$ cat config.mk
export PLATFORM = sky130hd
export DESIGN_NAME = audio_stream_router
export DESIGN_NICKNAME = d
export VERILOG_FILES = /design/src/rtl/audio_stream_router.sv
export SDC_FILE = /design/constraint.sdc
export NUM_CORES = 1
export LEC_CHECK = 0
export BUFFER_PORTS_ARGS = -buffer_cell sky130_fd_sc_hd__buf_2
export CAP_MARGIN = 30
export CORE_UTILIZATION = 31
export DETAILED_ROUTE_END_ITERATION = 8
export PLACE_DENSITY_LB_ADDON = 0.15
export SKIP_LAST_GASP = 1
export SLEW_MARGIN = 25
export SYNTH_ARGS = -nofsm -noshare
export SYNTH_HDL_FRONTEND = slang
export SYNTH_SLANG_ARGS = --single-unit
$ cat constraint.sdc
create_clock -name clk -period 4.2 [get_ports clk]
set_clock_uncertainty 0.15 [all_clocks]
set_input_delay 0.21 -clock clk [delete_from_list [all_inputs] [get_ports clk]]
set_output_delay 0.21 -clock clk [all_outputs]
set_load 0.02 [all_outputs]
$ cat src/rtl/audio_stream_router.sv
// audio_stream_router
//   Sample path from a capture front end (one in_wr strobe per sample) to an
//   I2S transmitter (one out_rd strobe per frame). A small FIFO decouples the
//   two rates. Input samples are converted to signed and MSB-aligned to
//   OUT_W, then amplified by a per-read left shift with saturation. The result
//   is routed to the left and/or right channel by mode.
//
//   Optional build macro: LEVEL_METER_EN
//     defined   : led is a peak-hold level bar with 6 dB steps, driven by popped samples
//     undefined : led shows the top 8 bits of in_data, latched on every in_wr
//
// Ports
//   clk        in   system clock
//   rst        in   synchronous, active-high reset
//   in_data    in   IN_W   capture sample (offset-binary or two's complement)
//   in_wr      in   push strobe
//   out_rd     in   pop strobe
//   out_l      out  OUT_W  left sample, signed, registered
//   out_r      out  OUT_W  right sample, signed, registered
//   mode       in   2      00 both, 01 left only, 10 right only, 11 mute
//   gain       in   4      left-shift amount 0..15
//   clr_flags  in   clears overrun/underrun (a coincident set wins)
//   overrun    out  sticky: write dropped, FIFO full
//   underrun   out  sticky: read while FIFO empty
//   fill       out  FIFO occupancy 0..DEPTH
//   led        out  8      level display
module audio_stream_router #(
  parameter int IN_W      = 12,
  parameter int OUT_W     = 24,
  parameter int DEPTH     = 16,
  parameter int IN_SIGNED = 0
) (
  input  logic                     clk,
  input  logic                     rst,
  input  logic [IN_W-1:0]          in_data,
  input  logic                     in_wr,
  input  logic                     out_rd,
  output logic [OUT_W-1:0]         out_l,
  output logic [OUT_W-1:0]         out_r,
  input  logic [1:0]               mode,
  input  logic [3:0]               gain,
  input  logic                     clr_flags,
  output logic                     overrun,
  output logic                     underrun,
  output logic [$clog2(DEPTH):0]   fill,
  output logic [7:0]               led
);

  localparam int PTR_W  = $clog2(DEPTH);
  localparam int FILL_W = PTR_W + 1;
  localparam int PAD    = OUT_W - IN_W;
  // 16 spare bits leave room for a shift of up to 15 without losing the sign
  localparam int WIDE_W = OUT_W + 16;

  localparam logic [FILL_W-1:0] FULL = FILL_W'(DEPTH);

  localparam logic signed [WIDE_W-1:0] SAT_HI = (WIDE_W'(1) <<< (OUT_W - 1)) - WIDE_W'(1);
  localparam logic signed [WIDE_W-1:0] SAT_LO = -(WIDE_W'(1) <<< (OUT_W - 1));

  typedef enum logic [1:0] {
    ROUTE_BOTH  = 2'b00,
    ROUTE_LEFT  = 2'b01,
    ROUTE_RIGHT = 2'b10,
    ROUTE_MUTE  = 2'b11
  } route_e;

  // ---------------------------------------------------------------------------
  // State
  // ---------------------------------------------------------------------------
  logic [IN_W-1:0]         mem_q [DEPTH];
  logic [PTR_W-1:0]        wr_ptr_q, wr_ptr_d;
  logic [PTR_W-1:0]        rd_ptr_q, rd_ptr_d;
  logic [FILL_W-1:0]       fill_q, fill_d;
  logic signed [OUT_W-1:0] out_l_q, out_l_d;
  logic signed [OUT_W-1:0] out_r_q, out_r_d;
  logic                    overrun_q, overrun_d;
  logic                    underrun_q, underrun_d;

  // ---------------------------------------------------------------------------
  // Handshake decode
  // ---------------------------------------------------------------------------
  logic rd_ok;
  logic wr_ok;
  logic [IN_W-1:0] s_in;

  always_comb begin
    rd_ok = out_rd && (fill_q != '0);
    // A write at full still succeeds when a read frees a slot in the same cycle.
    wr_ok = in_wr && ((fill_q != FULL) || rd_ok);
  end

  // Offset-binary input becomes two's complement by flipping the MSB.
  always_comb begin
    if (IN_SIGNED != 0) begin
      s_in = in_data;
    end else begin
      s_in = {~in_data[IN_W-1], in_data[IN_W-2:0]};
    end
  end

  // ---------------------------------------------------------------------------
  // Pointers and occupancy
  // ---------------------------------------------------------------------------
  always_comb begin
    wr_ptr_d = wr_ptr_q;
    rd_ptr_d = rd_ptr_q;
    fill_d   = fill_q;
    if (wr_ok) begin
      wr_ptr_d = wr_ptr_q + PTR_W'(1);
    end
    if (rd_ok) begin
      rd_ptr_d = rd_ptr_q + PTR_W'(1);
    end
    case ({wr_ok, rd_ok})
      2'b10:   fill_d = fill_q + FILL_W'(1);
      2'b01:   fill_d = fill_q - FILL_W'(1);
      default: fill_d = fill_q;
    endcase
  end

  // Storage carries no reset; the pointers define what is valid.
  always_ff @(posedge clk) begin
    if (wr_ok) begin
      mem_q[wr_ptr_q] <= s_in;
    end
  end

  // ---------------------------------------------------------------------------
  // Read path: align, gain, saturate, route
  // ---------------------------------------------------------------------------
  logic signed [IN_W-1:0]   s_rd;
  logic signed [OUT_W-1:0]  x_al;
  logic signed [WIDE_W-1:0] x_wide;
  logic signed [WIDE_W-1:0] x_gain;
  logic signed [OUT_W-1:0]  y;

  always_comb begin
    s_rd   = mem_q[rd_ptr_q];
    x_al   = OUT_W'(s_rd) <<< PAD;
    x_wide = WIDE_W'(x_al);
    x_gain = x_wide <<< gain;
    if (x_gain > SAT_HI) begin
      y = SAT_HI[OUT_W-1:0];
    end else if (x_gain < SAT_LO) begin
      y = SAT_LO[OUT_W-1:0];
    end else begin
      y = x_gain[OUT_W-1:0];
    end
  end

  always_comb begin
    out_l_d = out_l_q;
    out_r_d = out_r_q;
    if (rd_ok) begin
      case (route_e'(mode))
        ROUTE_BOTH: begin
          out_l_d = y;
          out_r_d = y;
        end
        ROUTE_LEFT: begin
          out_l_d = y;
          out_r_d = '0;
        end
        ROUTE_RIGHT: begin
          out_l_d = '0;
          out_r_d = y;
        end
        default: begin
          out_l_d = '0;
          out_r_d = '0;
        end
      endcase
    end
  end

  // ---------------------------------------------------------------------------
  // Sticky flags: a set in the same cycle as clr_flags wins
  // ---------------------------------------------------------------------------
  always_comb begin
    overrun_d  = overrun_q;
    underrun_d = underrun_q;
    if (clr_flags) begin
      overrun_d  = 1'b0;
      underrun_d = 1'b0;
    end
    if (in_wr && !wr_ok) begin
      overrun_d = 1'b1;
    end
    if (out_rd && !rd_ok) begin
      underrun_d = 1'b1;
    end
  end

  always_ff @(posedge clk) begin
    if (rst) begin
      wr_ptr_q   <= '0;
      rd_ptr_q   <= '0;
      fill_q     <= '0;
      out_l_q    <= '0;
      out_r_q    <= '0;
      overrun_q  <= 1'b0;
      underrun_q <= 1'b0;
    end else begin
      wr_ptr_q   <= wr_ptr_d;
      rd_ptr_q   <= rd_ptr_d;
      fill_q     <= fill_d;
      out_l_q    <= out_l_d;
      out_r_q    <= out_r_d;
      overrun_q  <= overrun_d;
      underrun_q <= underrun_d;
    end
  end

  // ---------------------------------------------------------------------------
  // Level display
  // ---------------------------------------------------------------------------
`ifdef LEVEL_METER_EN
  // The popped sample is captured and metered one cycle later, which keeps
  // the magnitude/compare chain out of the FIFO read path. Metering ignores
  // mode, so muted audio is still shown.
  logic [IN_W-1:0] last_s_q, last_s_d;
  logic            last_vld_q, last_vld_d;
  logic [IN_W-2:0] peak_q, peak_d;
  logic [IN_W-1:0] neg_s;
  logic [IN_W-2:0] mag;
  logic [7:0]      led_m;

  always_comb begin
    last_s_d   = rd_ok ? s_rd : last_s_q;
    last_vld_d = rd_ok;
  end

  always_comb begin
    neg_s = -last_s_q;
    if (last_s_q == {1'b1, {(IN_W-1){1'b0}}}) begin
      mag = '1;
    end else if (last_s_q[IN_W-1]) begin
      mag = neg_s[IN_W-2:0];
    end else begin
      mag = last_s_q[IN_W-2:0];
    end
  end

  always_comb begin
    peak_d = peak_q;
    if (last_vld_q) begin
      if (mag > peak_q) begin
        peak_d = mag;
      end else if (peak_q != '0) begin
        peak_d = peak_q - (IN_W-1)'(1);
      end
    end
  end

  always_comb begin
    led_m = '0;
    for (int unsigned i = 0; i < 8; i++) begin
      led_m[i] = (32'(peak_q) >= (32'd1 << (IN_W - 9 + i)));
    end
  end

  always_ff @(posedge clk) begin
    if (rst) begin
      last_s_q   <= '0;
      last_vld_q <= 1'b0;
      peak_q     <= '0;
    end else begin
      last_s_q   <= last_s_d;
      last_vld_q <= last_vld_d;
      peak_q     <= peak_d;
    end
  end

  assign led = led_m;
`else
  logic [7:0] led_q, led_d;

  // Latched on every strobe, including writes dropped at full.
  always_comb begin
    led_d = in_wr ? in_data[IN_W-1 -: 8] : led_q;
  end

  always_ff @(posedge clk) begin
    if (rst) begin
      led_q <= '0;
    end else begin
      led_q <= led_d;
    end
  end

  assign led = led_q;
`endif

  assign out_l    = out_l_q;
  assign out_r    = out_r_q;
  assign overrun  = overrun_q;
  assign underrun = underrun_q;
  assign fill     = fill_q;

endmodule

==> results.txt <==
Placeable Area - 0.0358 sq mm
GR Overflow Total - 0
Post-synth ARST share - 0%
grt met2 use - 27.8%
Sink Count - 245
Yosys reg bits - 245
HP Start - rst
kind of critical path - reg2reg
maximum clock frequency - 257 MHz
mapped cell area - 0.0114 sq mm
depth of the CTS H-tree - 1
Main synth FF type - edfxtp_1
Setup crit end kind - register
Leak Pwr - 4.68 nW
Initial DRC Count - 583
commonest non-fill, non-tap cells in the layout - edfxtp_1 (192), buf_2 (85), mux2i_1 (82)
unrepaired setup endpoints after global routing - false
Crit path required time - 4.48 ns
die span in y - 194 microns
NetSw - 2.31 mW
# DRC - 0
outcome - finished clean
total global-route track usage - 16.9%
diode count - 0
startpoint types - register
syn_area_per_cell - 13.1 sq um
nets - 1,024
FF-to-FF path depth - 11
Seq/Total Area, Yosys - 60.0%
Arr. time, crit path - 4.17 ns
Root Buffer - clkbuf_16
fillcell total - 3,408
Max Cap Viol - 0
Initial Util - 31.8%
final setup violation count - 0
antenna violations before repair - 1
CTS clk-pin slew, worst paths - 0.06 ns
Syn. warnings - 0
Gate power share - 27.1%
P_int - 4.85 mW
vias in the first global route - 7,520
Hold Path Class - in2reg
endpoints failing hold - 0
IO Port Bufs - 85
share of post-route cells with drive strength above 1 - 24.7%
worst relative slew slack - 50.9%
Post-DRT Antenna Nets - 0
row cnt - 69
CP max FO - 18
final non-filler cell total - 1,475
final cycle utilization of the critical path - 92.7%
setup TNS - 0 ns
area delta synth->final - 18.6%
first-pass GRT wire length - 48.2 mm
Post-Syn Nets - 900
register-to-register setup slack - 0.31 ns
Worst Hold Depth - 2
PD cells - 531 mW/mm^2
Top Usage Layer GRT - met2
Final GP Congestion - 0.872
library cells used by synthesis - 71
sw frac - 32.3%
num ports - 86
Die Width - 194 microns
Syn Inst Count - 868
most common cell after layout, fill and taps aside - edfxtp_1
Hold Path Sink - underrun$_SDFFE_PP0P_
Final Max Tran Viols - 0
Detailed Place HPWL - 21.5 mm
TritonCTS clock tree - built
final WL - 31.9 mm
Worst-Skew Late Latency - 0.56 ns
Seq pwr share - 39.6%
Die ar. - 0.0375 sq mm
Peak VDD IR - 0.291 mV
crit path time final - 3.89 ns
met1 usage - 23.4%
largest net degree at the start of global routing - 35
part of the power in the clock network - 33.3%
vias per cell - 5.18
Inserted Clock Buffers - 28
Worst-Margin Slew - 0.736 ns
met3 Use GR - 2.16%
Routed WL per cell - 21.6 microns
EDFF count, synth - 192
vias after detailed routing - 7,636
Initial DRT Pass Iterations - 6
Inst Count DP - 1,405
r2r endpoint - out_r[20]$_SDFFE_PP0P_
clk buf depth - 3
==> final cells by class <==
| cell class | instances | area, sq um | area share [%] |
|---|---|---|---|
| flip-flops and latches | 245 | 6830 | 50.6 |
| clock inverters | 8 | 95.1 | 0.705 |
| repair buffers | 165 | 1090 | 8.07 |
| multi-input cells | 538 | 4040 | 29.9 |
| inverters | 14 | 52.6 | 0.389 |
| well taps | 461 | 577 | 4.27 |
| clock buffers | 44 | 815 | 6.04 |
==> critical path, cell delays in order, from the launching register on <==
cell and delay, ns:
dfxtp_4 0.56, buf_4 0.35, mux2i_1 0.28, a22oi_2 0.16, nand3_1 0.13, nand4_1 0.29, o211ai_1 0.49, o21ai_0 0.21
nor4_1 0.34, a31oi_1 0.29, a211oi_1 0.39, o21ai_1 0.09
==> routing by layer <==
layer  part of all wire [%]  vias up
li1                       -     3585
met2                     47      240
met4                    2.8        0
met1                     46     3755
met3                    4.2       56
met5                      0        -
==> logic make-up (layout without fill, tap and decap cells) <==
logic type | after synthesis | in the layout | share of synthesized area [%]
flops | 245 | 245 | 60.0
simple gates | 239 | 239 | 9.62
compound gates | 166 | 166 | 11.1
mux | 115 | 115 | 12.8
buf+inv | 85 | 231 | 4.76
fa+ha+maj | 9 | 9 | 1.06
xor+xnor | 9 | 9 | 0.692
==> sequential cells by signal, indices dropped and copies added, names as in the netlist, named ones only <==
register and count:
led 8, rd_ptr_q 4, underrun 1, out_l 13, wr_ptr_q 4, fill 5, out_r 13, overrun 1
mem_q 192
==> power by group through the flow <==
| stage | sequential [mW] | clock [mW] | combinational (mW) |
|---|---|---|---|
| after global placement | 2.89 | 0 | 1.93 |
| after global routing | 2.86 | 2.54 | 2.12 |
| final | 2.84 | 2.39 | 1.94 |
| after floorplan | 2.96 | 0 | 1.23 |
| after CTS | 2.84 | 2.44 | 1.94 |
| after detailed placement | 2.89 | 0 | 1.92 |
==> Yosys cell counts, drive strengths merged, types with 18 or more instances <==
| library cell | number | area share [%] |
|---|---|---|
| nor2 | 74 | 2.4 |
| clkbuf | 23 | 0.76 |
| mux2i | 83 | 7.3 |
| a21oi | 30 | 1.3 |
| a22oi | 35 | 2.5 |
| dfxtp | 53 | 9.3 |
| mux4 | 23 | 4.6 |
| edfxtp | 192 | 51 |
| buf | 48 | 3.5 |
| nand3 | 25 | 1.1 |
| o21ai | 18 | 0.79 |
| nand2 | 73 | 2.5 |
==> metrics by stage <==
| stage | utilization [%] | worst slack (ns) | hold WS (ns) | area (sq um) | power, mW |
|---|---|---|---|---|---|
| after floorplan | - | 1.04 | 0.159 | 11400 | 4.18 |
| after CTS | 37.6 | 0.132 | 0.0414 | 13500 | 7.22 |
| after detailed placement | 34.6 | 0.146 | 0.289 | 12400 | 4.81 |
| final | 37.7 | 0.308 | 0.0469 | 13500 | 7.16 |
| after global placement | 34.6 | 0.0986 | 0.283 | 12400 | 4.82 |
| after global routing | 37.7 | 0.0229 | 0.0884 | 13500 | 7.52 |
==> what timing repair did <==
item | CTS | global route
hold endpoints to repair | 199 | 0
resized for setup | 0 | 1
hold buffers | 17 | 0
setup endpoints to repair | 0 | 24
setup buffers | 0 | 1
==> worst max path at each step <==
stage,to,cells past startpoint,slack [ns]
floorplan,out_l[20]$_SDFFE_PP0P_,12,1.04
global placement,out_r[21]$_SDFFE_PP0P_,11,0.1
detailed placement,out_r[21]$_SDFFE_PP0P_,11,0.15
CTS,out_r[21]$_SDFFE_PP0P_,11,0.13
global route,out_r[20]$_SDFFE_PP0P_,11,0.02
finish,out_r[20]$_SDFFE_PP0P_,11,0.31
Note: power is estimated with default switching activity, not from simulation.
